$ cat config.mk
export PLATFORM = sky130hd
export DESIGN_NAME = uinstr_queue
export DESIGN_NICKNAME = d
export VERILOG_FILES = /design/src/rtl/instr_decode_pkg.sv /design/src/rtl/uinstr_queue.sv
export SDC_FILE = /design/constraint.sdc
export NUM_CORES = 1
export LEC_CHECK = 0
export ABC_AREA = 1
export BUFFER_PORTS_ARGS = -buffer_cell sky130_fd_sc_hd__buf_2
export CAP_MARGIN = 10
export CORE_ASPECT_RATIO = 0.6
export CORE_MARGIN = 1
export CORE_UTILIZATION = 24
export CTS_BUF_LIST = sky130_fd_sc_hd__clkbuf_4 sky130_fd_sc_hd__clkbuf_8 sky130_fd_sc_hd__clkbuf_16
export CTS_CLUSTER_SIZE = 40
export DETAILED_ROUTE_END_ITERATION = 8
export PLACE_DENSITY = 0.51
export SLEW_MARGIN = 30
export SYNTH_ARGS = -nofsm -noshare
export SYNTH_HDL_FRONTEND = slang
export SYNTH_SLANG_ARGS = --single-unit
$ cat constraint.sdc
create_clock -name clk -period 11.5 [get_ports clk]
set_clock_uncertainty 0.1 [all_clocks]
set_input_delay 0.575 -clock clk [delete_from_list [all_inputs] [get_ports clk]]
set_output_delay 0.575 -clock clk [all_outputs]
set_load 0.005 [all_outputs]
$ cat src/rtl/instr_decode_pkg.sv
// Decode-stage types shared with the uop queue: the decoded uop record and the queue depth.
package instr_decode;

  localparam int IQ_DEPTH = 8;

  typedef struct packed {
    logic        valid;
    logic [31:0] pc;
    logic [15:0] simid;
    logic [7:0]  opcode;
  } t_uinstr;

endpackage

$ cat src/rtl/uinstr_queue.sv
// Micro-op queue between decode DE1 and rename: circular buffer with registered
// back-pressure, flush and one cycle of push-to-head latency.
module uinstr_queue
  import instr_decode::*;
#(
  parameter int DEPTH = 8
) (
  input  logic                         clk,
  input  logic                         reset,
  input  t_uinstr                      uinstr_de1,
  output logic                         stall_de,
  input  logic                         flush,
  input  logic                         deq,
  output t_uinstr                      uinstr_iq,
  output logic [$clog2(DEPTH+1)-1:0]   occupancy
);

  localparam int PW = $clog2(DEPTH);
  localparam int CW = $clog2(DEPTH + 1);
  localparam logic [CW-1:0] FULL_CNT = CW'(DEPTH);

  if ((DEPTH < 2) || ((DEPTH & (DEPTH - 1)) != 0)) begin : g_bad_depth
    $error("uinstr_queue: DEPTH must be a power of two and at least 2");
  end

  t_uinstr         mem [DEPTH];
  logic [PW-1:0]   wr_ptr;
  logic [PW-1:0]   rd_ptr;
  logic            push;
  logic            pop;
  logic            empty;

  // Full/empty come from the count alone; stall is a pure function of registered state.
  assign empty    = (occupancy == '0);
  assign stall_de = (occupancy == FULL_CNT);
  assign push     = uinstr_de1.valid & ~stall_de & ~flush;
  assign pop      = deq & ~empty & ~flush;

  // Storage is data only: never reset, never cleared by flush.
  always_ff @(posedge clk) begin
    if (push) mem[wr_ptr] <= uinstr_de1;
  end

  always_ff @(posedge clk or negedge reset) begin
    if (!reset) begin
      occupancy <= '0;
      wr_ptr    <= '0;
      rd_ptr    <= '0;
    end else if (flush) begin
      occupancy <= '0;
      wr_ptr    <= '0;
      rd_ptr    <= '0;
    end else begin
      if (push) wr_ptr <= wr_ptr + 1'b1;
      if (pop)  rd_ptr <= rd_ptr + 1'b1;
      case ({push, pop})
        2'b10:   occupancy <= occupancy + 1'b1;
        2'b01:   occupancy <= occupancy - 1'b1;
        default: occupancy <= occupancy;
      endcase
    end
  end

  // Head is read straight from storage; the empty case is forced to zero.
  always_comb begin
    uinstr_iq = '0;
    if (!empty) begin
      uinstr_iq       = mem[rd_ptr];
      uinstr_iq.valid = 1'b1;
    end
  end

`ifdef SIMULATION
  always @(posedge clk) begin
    if (reset) begin
      if (push) $display("INFO uinstr_queue push simid=%0d pc=%h", uinstr_de1.simid, uinstr_de1.pc);
      if (pop)  $display("INFO uinstr_queue pop  simid=%0d pc=%h", uinstr_iq.simid, uinstr_iq.pc);
    end
  end
`endif

`ifdef ASSERT
  always @(posedge clk) begin
    if (reset) begin
      a_no_deq_empty: assert (!(deq && empty))
        else $warning("uinstr_queue: deq while empty");
      a_occ_bound: assert (occupancy <= FULL_CNT)
        else $error("uinstr_queue: occupancy %0d exceeds DEPTH", occupancy);
    end
  end

  a_head_stable: assert property (@(posedge clk) disable iff (!reset)
    (uinstr_iq.valid && !deq && !flush) |=> $stable(uinstr_iq))
    else $error("uinstr_queue: head changed while held");
`endif

endmodule

==> flow_metrics.tcl <==
set metrics [dict create \
    grt_pass1_wl_um 70760 \
    netlist_instances 1365 \
    cts_htree_levels 2 \
    hpwl_um 23320 \
    vdd_drop_max_v 0.0001084 \
    start_util_pct 24.33 \
    grt_usage_pct 12.33 \
    p_per_area_nw_per_um2 219.7 \
    grt_pass1_vias 10880 \
    grt_overflow_total 0 \
    avgSynthCellArea_um2 13.16 \
    total_power_mw 4.625 \
    period_minus_slack_ns 5.179 \
    drt_pre_antenna_iters 6 \
    leakage_nw 6.953 \
    clk_pin_slew_ns 0.07 \
    cp.arrival_ns 4.50 \
    min_period_over_period_pct 45.03 \
    syn_nets 1430 \
    required_ns 10.83 \
    numCtsBuffers 44 \
    synth-xor-area-share_pct 0.04877 \
    syn_area_um2 17960 \
    synth_simple_gate_area_share_pct 8.388 \
    num_vias 11080 \
    yosys.area_share.adder_pct 0.2787 \
    mostFrequentLayoutCell "edfxtp_1" \
    startpoint_type "flip-flop" \
    synth_compound_area_share_pct 12.07 \
    status "complete, no violations" \
    endpoint_kind "primary output" \
    vias_per_cell 4.464 \
    rsz0062_at_grt "no" \
    synth-async-reset-ratio_pct 2.183 \
    layout_common_cells "edfxtp_1, nor2_1, o21ai_0" \
    core-area_um2 73800 \
    hold_slack_ns 0.1576 \
    clockBufferDepth 3 \
    wl_per_cell_um 19.07 \
    cp_max_fo 80 \
    synth_top_family_by_area "compound AO/OA/AOI/OAI gates" \
    cap_viol_max_count 0 \
    cts.sinks 458 \
    syn_to_final_growth_pct 17.24 \
    yosysWarnings 0 \
    cts_tree "done" \
    cts_root_buffer "clkbuf_16" \
    synth_edf_count 448 \
    yosys.cell_types.count 29 \
    drc 0 \
    rows 77 \
    clock_latency_ns 0.55 \
    routed_wl_um 47360 \
    die_y_um 213.9 \
    io_pins 123 \
    hold_viol 0 \
    cts_resized 0 \
    yosys_most_used_dff "edfxtp_1" \
    drt_iter0_drc 869 \
    worstMarginPinSlew_ns 0.9688 \
    slew_viol_final 0 \
    slew_headroom_pct 35.41 \
    final_nets 1523 \
    place.gp.congestion 0.6987 \
    die_area_um2 75960 \
    die_w_um 355.1 \
    drive_gt1_share_pct 15.53 \
    setup_tns_ns 0 \
    crit_type "flip-flop to primary output" \
    post_cts_buffers 0 \
    ys_ff_latch 458 \
    hold_buffers 1 \
    io_buffers 122 \
    setup_viol 0 \
    grt_max_degree 146 \
    yosysSeqAreaShare_pct 76.30 \
    hp-class "input port to flip-flop" \
    detail-route-antenna-nets 0 \
    timing.fmax_ghz 0.1931 \
    antenna_found_initial 6 \
    muxShareOfSynthArea_pct 0 \
]
## critical path, cell delays in order (launching register included)
cell,delay (ns)
dfrtp_4,0.94
buf_4,0.77
buf_4,0.80
o21ai_0,0.22
o22ai_1,0.19
o21ai_0,0.09
a31oi_1,0.53
buf_2,0.23
## synth_stat cells (all sizes together) (4+ instances only)
master / instances / area share, %
edfxtp: 448 / 75
nor2: 347 / 7.3
o21ai: 289 / 8.1
o22ai: 57 / 2.0
a31oi: 56 / 2.0
clkbuf: 47 / 0.98
buf: 44 / 1.5
nand2: 30 / 0.72
inv: 19 / 0.40
dfrtp: 10 / 1.4
nand3: 8 / 0.28
ha: 4 / 0.28
## area by class of cell
class	count	area (um^2)
diodes	2	5.005
clock buffers	56	1209
clock inverters	26	237.7
fillers	7571	52740
inverters	20	87.58
multi-input cells	796	3797
flip-flops and latches	458	13710
well taps	987	1235
repair buffers	138	772.0
## through the flow
step | setup slack (ns) | instance area (um^2) | std cells | utilization (%)
6_report | 6.321 | 21050 | 2483 | 28.53
3_5_place_dp | 6.948 | 19560 | 2397 | 26.50
4_1_cts | 6.330 | 21020 | 2480 | 28.48
5_1_grt | 6.070 | 21050 | 2481 | 28.52
3_3_place_gp | 6.910 | 19540 | 2397 | 26.48
2_1_floorplan | 7.638 | 17960 | 1365 | -
## registers in the layout (all words and copies together) (netlist names)
signal	cells
occupancy	4
mem	448
rd_ptr	3
wr_ptr	3
## report_power, final
part	internal, mW	total [mW]	switching, mW
Clock	0.838	1.47	0.636
Sequential	1.88	1.95	0.0624
Combinational	0.393	1.21	0.813
## final timing paths
path,cells after the start,slack (ns),endpoint,startpoint
max,7,6.32,uinstr_iq[1],rd_ptr[0]
min,1,0.16,mem[6][33],uinstr_de1[33]
max reg2reg,7,8.62,mem[3][21],occupancy[1]
min reg2reg,1,0.49,occupancy[0],occupancy[0]
max in group asynchronous,2,10.75,rd_ptr[0],reset
min in group asynchronous,2,0.32,occupancy[3],reset
## cells by family (layout without fill, tap and decap cells)
group,after synthesis,after routing
fa+ha+maj,4,4
compound gates,404,404
buf+inv,111,240
simple gates,387,387
xor+xnor,1,1
other cells,0,2
flops,458,458
## metal layers
layer  up-vias  GRT usage [%]  part of all wire, %
met5         -              0                 0.12
met4        10          2.363                  1.4
met3        63          2.919                  5.6
met2       234          19.10                   44
met1      5552          17.61                   49
li1       5224              -                    -
(Power assumes the default switching activity.)
